### src/rtl/nibble_serialiser.sv
// nibble_serialiser: parallel-in, serial-out unload path for a register word.
// A WIDTH-bit word is captured on an active-low load strobe while idle and
// shifted out LSB first, one bit per clock, flagged by svalid.
//
// Ports:
//   clk     in            rising-edge clock
//   reset   in            asynchronous active-low reset
//   load    in            active-low load strobe, level-sampled
//   data    in  [WIDTH]   word captured when load is accepted
//   ready   out           high in IDLE (a low load will be accepted)
//   sout    out           serial data, LSB first (registered)
//   svalid  out           high while sout carries a data or parity bit
//   done    out           one-cycle pulse on the first IDLE cycle after a word
//
// Build option: define SERIALISER_PARITY_EN to append one even-parity bit
// (^data of the captured word) after the last data bit.

module nibble_serialiser #(
    parameter int WIDTH = 4
) (
    input  logic             clk,
    input  logic             reset,
    input  logic             load,
    input  logic [WIDTH-1:0] data,
    output logic             ready,
    output logic             sout,
    output logic             svalid,
    output logic             done
);

    localparam int CW = $clog2(WIDTH) + 1;
    localparam logic [CW-1:0] LAST = CW'(WIDTH - 1);

    localparam logic [1:0] ST_IDLE   = 2'd0;
    localparam logic [1:0] ST_SHIFT  = 2'd1;
`ifdef SERIALISER_PARITY_EN
    localparam logic [1:0] ST_PARITY = 2'd2;
`endif

    logic [1:0]       state_q,  state_d;
    logic [WIDTH-1:0] shreg_q,  shreg_d;
    logic [CW-1:0]    cnt_q,    cnt_d;
    logic             sout_q,   sout_d;
    logic             svalid_q, svalid_d;
    logic             done_q,   done_d;
`ifdef SERIALISER_PARITY_EN
    logic             par_q,    par_d;
`endif

    always_comb begin
        state_d  = state_q;
        shreg_d  = shreg_q;
        cnt_d    = cnt_q;
        sout_d   = 1'b0;
        svalid_d = 1'b0;
        done_d   = 1'b0;
`ifdef SERIALISER_PARITY_EN
        par_d    = par_q;
`endif

        unique case (state_q)
            ST_IDLE: begin
                if (!load) begin
                    // Bit 0 goes straight to the output register, so
                    // the shifter only holds the remaining bits.
                    state_d  = ST_SHIFT;
                    shreg_d  = {1'b0, data[WIDTH-1:1]};
                    cnt_d    = '0;
                    sout_d   = data[0];
                    svalid_d = 1'b1;
`ifdef SERIALISER_PARITY_EN
                    par_d    = ^data;
`endif
                end
            end

            ST_SHIFT: begin
                // cnt_q is the index of the bit currently on sout.
                if (cnt_q == LAST) begin
`ifdef SERIALISER_PARITY_EN
                    state_d  = ST_PARITY;
                    sout_d   = par_q;
                    svalid_d = 1'b1;
`else
                    state_d  = ST_IDLE;
                    done_d   = 1'b1;
`endif
                end else begin
                    shreg_d  = {1'b0, shreg_q[WIDTH-1:1]};
                    cnt_d    = cnt_q + CW'(1);
                    sout_d   = shreg_q[0];
                    svalid_d = 1'b1;
                end
            end

`ifdef SERIALISER_PARITY_EN
            ST_PARITY: begin
                state_d = ST_IDLE;
                done_d  = 1'b1;
            end
`endif

            default: begin
                state_d = ST_IDLE;
            end
        endcase
    end

    always_ff @(posedge clk or negedge reset) begin
        if (!reset) begin
            state_q  <= ST_IDLE;
            shreg_q  <= '0;
            cnt_q    <= '0;
            sout_q   <= 1'b0;
            svalid_q <= 1'b0;
            done_q   <= 1'b0;
`ifdef SERIALISER_PARITY_EN
            par_q    <= 1'b0;
`endif
        end else begin
            state_q  <= state_d;
            shreg_q  <= shreg_d;
            cnt_q    <= cnt_d;
            sout_q   <= sout_d;
            svalid_q <= svalid_d;
            done_q   <= done_d;
`ifdef SERIALISER_PARITY_EN
            par_q    <= par_d;
`endif
        end
    end

    assign ready  = (state_q == ST_IDLE);
    assign sout   = sout_q;
    assign svalid = svalid_q;
    assign done   = done_q;

endmodule
### config.mk
export PLATFORM = sky130hd
export DESIGN_NAME = nibble_serialiser
export DESIGN_NICKNAME = d
export VERILOG_FILES = /design/src/rtl/nibble_serialiser.sv
export SDC_FILE = /design/constraint.sdc
export NUM_CORES = 1
export LEC_CHECK = 0
export ABC_AREA = 1
export BUFFER_PORTS_ARGS = -buffer_cell sky130_fd_sc_hd__buf_2
export CORE_AREA = 2 2 39 41
export DETAILED_ROUTE_END_ITERATION = 8
export DIE_AREA = 0 0 41 43
export HOLD_SLACK_MARGIN = 0.1
export SYNTH_ARGS = -nofsm -noshare
export SYNTH_HDL_FRONTEND = slang
export SYNTH_SLANG_ARGS = --single-unit
export TNS_END_PERCENT = 20
### constraint.sdc
create_clock -name clk -period 1.9 [get_ports clk]
set_clock_uncertainty 0.15 [all_clocks]
set_input_delay 0.095 -clock clk [delete_from_list [all_inputs] [get_ports clk]]
set_output_delay 0.095 -clock clk [all_outputs]
set_load 0.05 [all_outputs]
**Word-level counts from Yosys, hierarchy flattened**

Cells that the tools add are included.
W data, S select, Z words.

- Register bits after elaboration: 12
- Latch bits: 0
- Memory bits (writable): 0
- Bits in read-only memories: 0
- Input bits: 7
- Logic and storage cells: 33
- Memories: 0

- $add $sub $neg: 1
- Multipliers: 0
- Div/mod/pow operators: 0
- $lt $le $gt $ge: 0
- Eq/ne operators: 5
- Shift-type cells: 0
- Mux-type cells: 17
- Bitwise operators: 0
- Reduce and logical (&&, ||, !) cells: 4

Operator list:

| operator | count |
|---|---|
| $mux W4 | 2 |
| $pmux W4 S2 | 1 |
| $mux W1 | 6 |
| $mux W3 | 2 |
| $ne A2 B2 Y1 const B | 3 |
| $pmux W3 S2 | 1 |
| $mux W2 | 2 |
| $pmux W1 S2 | 2 |
| $pmux W2 S2 | 1 |
| $add A3 B1 Y3 const B | 1 |
| $eq A3 B2 Y1 const B | 1 |
| $reduce_and A3 Y1 | 1 |
| $eq A2 B1 Y1 const B | 1 |
| $logic_not A2 Y1 | 1 |
| $reduce_and A2 Y1 | 1 |
| $reduce_bool A2 Y1 | 1 |

**Logic depth before layout (Yosys ltp)**

- Word-level depth: 3
- Gate-level depth with buffers: 7
- Mapped depth without buffers: 7

**Worst setup path before layout**

OpenSTA, ideal clock, no wires.

- Path type: reg-to-reg
- Start: register cnt_q[0]
- End: register shreg_q[0]
- Setup time: 117 ps
- Data arrival time: 1,107 ps
- Data required time: 1,633 ps
- Slack: 526 ps
- Stages on the path, launching flop included: 7
- Cell sequence: dfrtp_1 ha_1 ha_1 inv_1 nand2_1 nand3_1 nand2_1

- Cells in the longest elaborated chain, start to end: 3

Ends and longest elaborated chain:

| element | line | source |
|---|---|---|
| start, declared | 42 | `logic [CW-1:0] cnt_q, cnt_d;` |
| start signal, assigned | 123 | `cnt_q <= cnt_d;` |
| $eq A3 B2 Y1 | 79 | `if (cnt_q == LAST) begin` |
| $ne A2 B2 Y1 (no line) | n/a |  |
| $reduce_and A3 Y1 (no line) | n/a |  |
| end signal, assigned | 122 | `shreg_q <= shreg_d;` |
| end, declared | 41 | `logic [WIDTH-1:0] shreg_q, shreg_d;` |

Every way passes these cells.
A chain may end at the register's enable or synchronous reset.

**Final worst setup path**

- Start: register cnt_q[0]
- End: register cnt_q[0]

- Cells in the longest elaborated chain, start to end: 3

Ends and longest elaborated chain:

| element | line |
|---|---|
| $add A3 B1 Y3 / $eq A3 B2 Y1 (equally long branches) | 90, 79 |
| $mux W3 / $ne A2 B2 Y1 (equally long branches) | n/a |
| $pmux W3 S2 / $reduce_and A3 Y1 (equally long branches) | n/a |

Several ways; a longest one is shown, not always the timed one. The select of a mux whose other input is x is not followed.

==> reports/qor.csv <==
stage;metric;value;unit
outcome;status;complete, no violations;
worst_setup_path;Worst Setup End Kind;flip-flop;
floorplan;die area;0.00176;mm^2
yosys;top-area cell type share of the netlist area;54.5;%
clocking;CTS Buf Count;3;
yosys;post-synth cell types;9;
yosys;Synth top cells by count;nand2_1, dfrtp_1, inv_1, nand3_1, ha_1;
sta;fmax;651;MHz
placement;Port Buffers;10;
pwr;Leak;0.000372;uW
clocking;CTS resizes;0;
yosys;count leader, synth;nand2_1;
cells_and_area;multi-input logic area;175;um^2
route;Final ANT Viol Nets;0;
worst_setup_path;Top Family by Delay on Critical Path;adder cells;
route;drt via density;4.23;
yosys;Top FF cell, synth;dfrtp_1;
worst_setup_path;most frequent CP cell;nand2_1;
worst_setup_path;Setup CP Type;flip-flop to flip-flop;
run;Max Cap Viol;0;
placement;post-DP HPWL;552;um
sta;final hold slack;351;ps
cells_and_area;antenna fix cells;0;
global_routing;Total Routing Usage GR;12.6;%
route;DR vias;385;
clocking;clk root buf;clkbuf_4;
worst_setup_path;CP bufs+invs;2;
global_routing;vias in the first global route;345;
clocking;Hold Buf Count CTS;7;
global_routing;initial antenna violation count;0;
worst_setup_path;CP peak stage delay;390;ps
sta;Final Max Slew Viols;0;
route;final WL;803;um
cells_and_area;# nets final;87;
floorplan;Core Rows;14;
hold_path;Worst Hold Class;flip-flop to flip-flop;
cells_and_area;Finished Layout Cells;91;
yosys;main area contributors after synthesis;dfrtp_1, nand2_1, ha_1;
clocking;Post-CTS Setup Bufs;0;
global_routing;first-pass GRT wire length;1410;um
worst_setup_path;Arr. time, crit path;1590;ps
worst_setup_path;crit-path max FO;8;
yosys;EDFF count, synth;0;
worst_setup_path;slowest CP cell;dfrtp_1;
yosys;sequential fraction of the synthesis area;54.5;%
clocking;CTS max path bufs;2;
route;DRT iter0 DRCs;6;
route;DRC;0;
clocking;CTS tree;yes;
route;post-DR wirelength/cell;8.82;um
cells_and_area;Area Growth Syn to Fin;35.4;%
placement;Post-Place Cells;81;
sta;Tcrit/Tclk final;80.8;%
global_routing;largest net degree at the start of global routing;11;
clocking;CTS Sinks;10;
yosys;mapped cell area;459;um^2
pwr;maximum VDD drop;0.659;mV
cells_and_area;Seq. cell area;250;um^2
yosys;Mapped Cells;55;
sta;Rel. slew slack;70.8;%
floorplan;initial core utilization;33.2;%
global_routing;total congestion overflow;0;
yosys;synthesis-stage register bit count;10;
sta;final setup TNS;0;ps
sta;Final setup viols;0;
placement;GP Congestion;0.767;
sta;RSZ-0062 raised after global routing;false;
floorplan;Die Span X;41;um
sta;final hold vios;0;
worst_setup_path;Critical Path RT;1950;ps
pwr;pwr/cell area;1570;mW/mm^2
floorplan;Core Region;0.00138;mm^2
floorplan;Vert. Die Dim;43;um
yosys;Synth async-reset ratio;100;%
yosys;Yosys top cell by area;dfrtp_1;
clocking;clock-pin slew on the worst setup and hold paths;60;ps
clocking;CTS H-tree depth;1;
cells_and_area;fraction of layout cells with a size suffix above 1;21.3;%
sta;Worst Tran Pin Value;437;ps
sta;crit path time final;1540;ps
yosys;Mapped Avg Cell Area;8.35;um^2
pwr;total power;977;uW
yosys;Synth Net Count;65;
cells_and_area;Fill cells;141;
route;1st-pass router iterations;4;
worst_setup_path;Worst setup SP type;flip-flop;
yosys;Yosys Warn Count;0;
worst_setup_path;critical path cell sequence;ha_1, ha_1, inv_1, nand2_1, inv_1, nand2_1, nand2_1;
floorplan;io pins;11;
clocking;worst skew pair latency;260;ps
-- metrics by stage --
| stage | instance area [um^2] | setup slack, ps | utilization (%) |
|---|---|---|---|
| finish | 622 | 364 | 44.9 |
| floorplan | 459 | 526 | - |
| detailed placement | 529 | 397 | 38.2 |
| global route | 622 | 244 | 44.9 |
| global placement | 529 | 399 | 38.2 |
| CTS | 622 | 378 | 44.9 |
-- sequential cells by signal, indices dropped and copies added (netlist names) --
signal   flops
done         1
sout         1
state_q      1
cnt_q        3
shreg_q      3
svalid       1
-- cells by family (layout without fill, tap and decap cells) --
family / count (synthesis) / in the layout / share of synthesized area [%]
compound gates: 1 / 1 / 1.09
fa+ha+maj: 3 / 3 / 8.18
buf+inv: 9 / 29 / 7.36
flops: 10 / 10 / 54.5
simple gates: 32 / 32 / 28.9
-- report_power, final --
group	leakage, uW	internal [uW]	switching (uW)
combinational	0.000233	143	339
sequential	0.000125	307	49.9
clock	0.0000138	72.8	64.6
total	0.000372	523	454
-- layout make-up --
cell class,instances,area share [%]
Tap cell,16,3.22
Sequential cell,10,40.2
Multi-Input combinational cell,36,28.2
Timing Repair Buffer,17,19.3
Inverter,9,5.43
Clock buffer,3,3.62
-- layout by cell type (no fill, tap or decap) --
master / netlist / routed
o21ai_0: 1 / 1
dfrtp_1: 10 / 10
nor2_1: 1 / 1
inv_2: 1 / 1
nand3_1: 6 / 6
clkbuf_4: 0 / 3
nand2_1: 23 / 23
inv_1: 8 / 8
nand2_2: 2 / 2
buf_2: 0 / 10
ha_1: 3 / 3
dlygate4sd3_1: 0 / 7
-- metal layers --
| layer | track usage [%] | routed length [um] | share of wire, % | vias up |
|---|---|---|---|---|
| li1 | - | - | - | 207 |
| met1 | 13.7 | 382 | 48 | 166 |
| met2 | 17.5 | 365 | 45 | 10 |
| met3 | 7.85 | 35 | 4.4 | 2 |
| met4 | 8.00 | 19 | 2.4 | 0 |
| met5 | 0 | 0 | 0 | - |
-- path summary, 6_finish.rpt --
kind	cells after the start	end	slack, ps	start
worst max-delay path	7	cnt_q[0]	360	cnt_q[0]
worst min-delay path	2	cnt_q[2]	350	cnt_q[2]
worst max register to register	7	cnt_q[0]	360	cnt_q[0]
worst min register to register	2	cnt_q[2]	350	cnt_q[2]
max in group asynchronous	3	svalid	610	reset
min in group asynchronous	3	cnt_q[2]	680	reset
-- worst min-delay path: cells and delay by family (launching register included) --
family / cells / cell delay, ps
AND/OR/NAND/NOR: 2 / 120
flip-flops: 1 / 340
No activity file was read; power rests on OpenSTA's default activity.
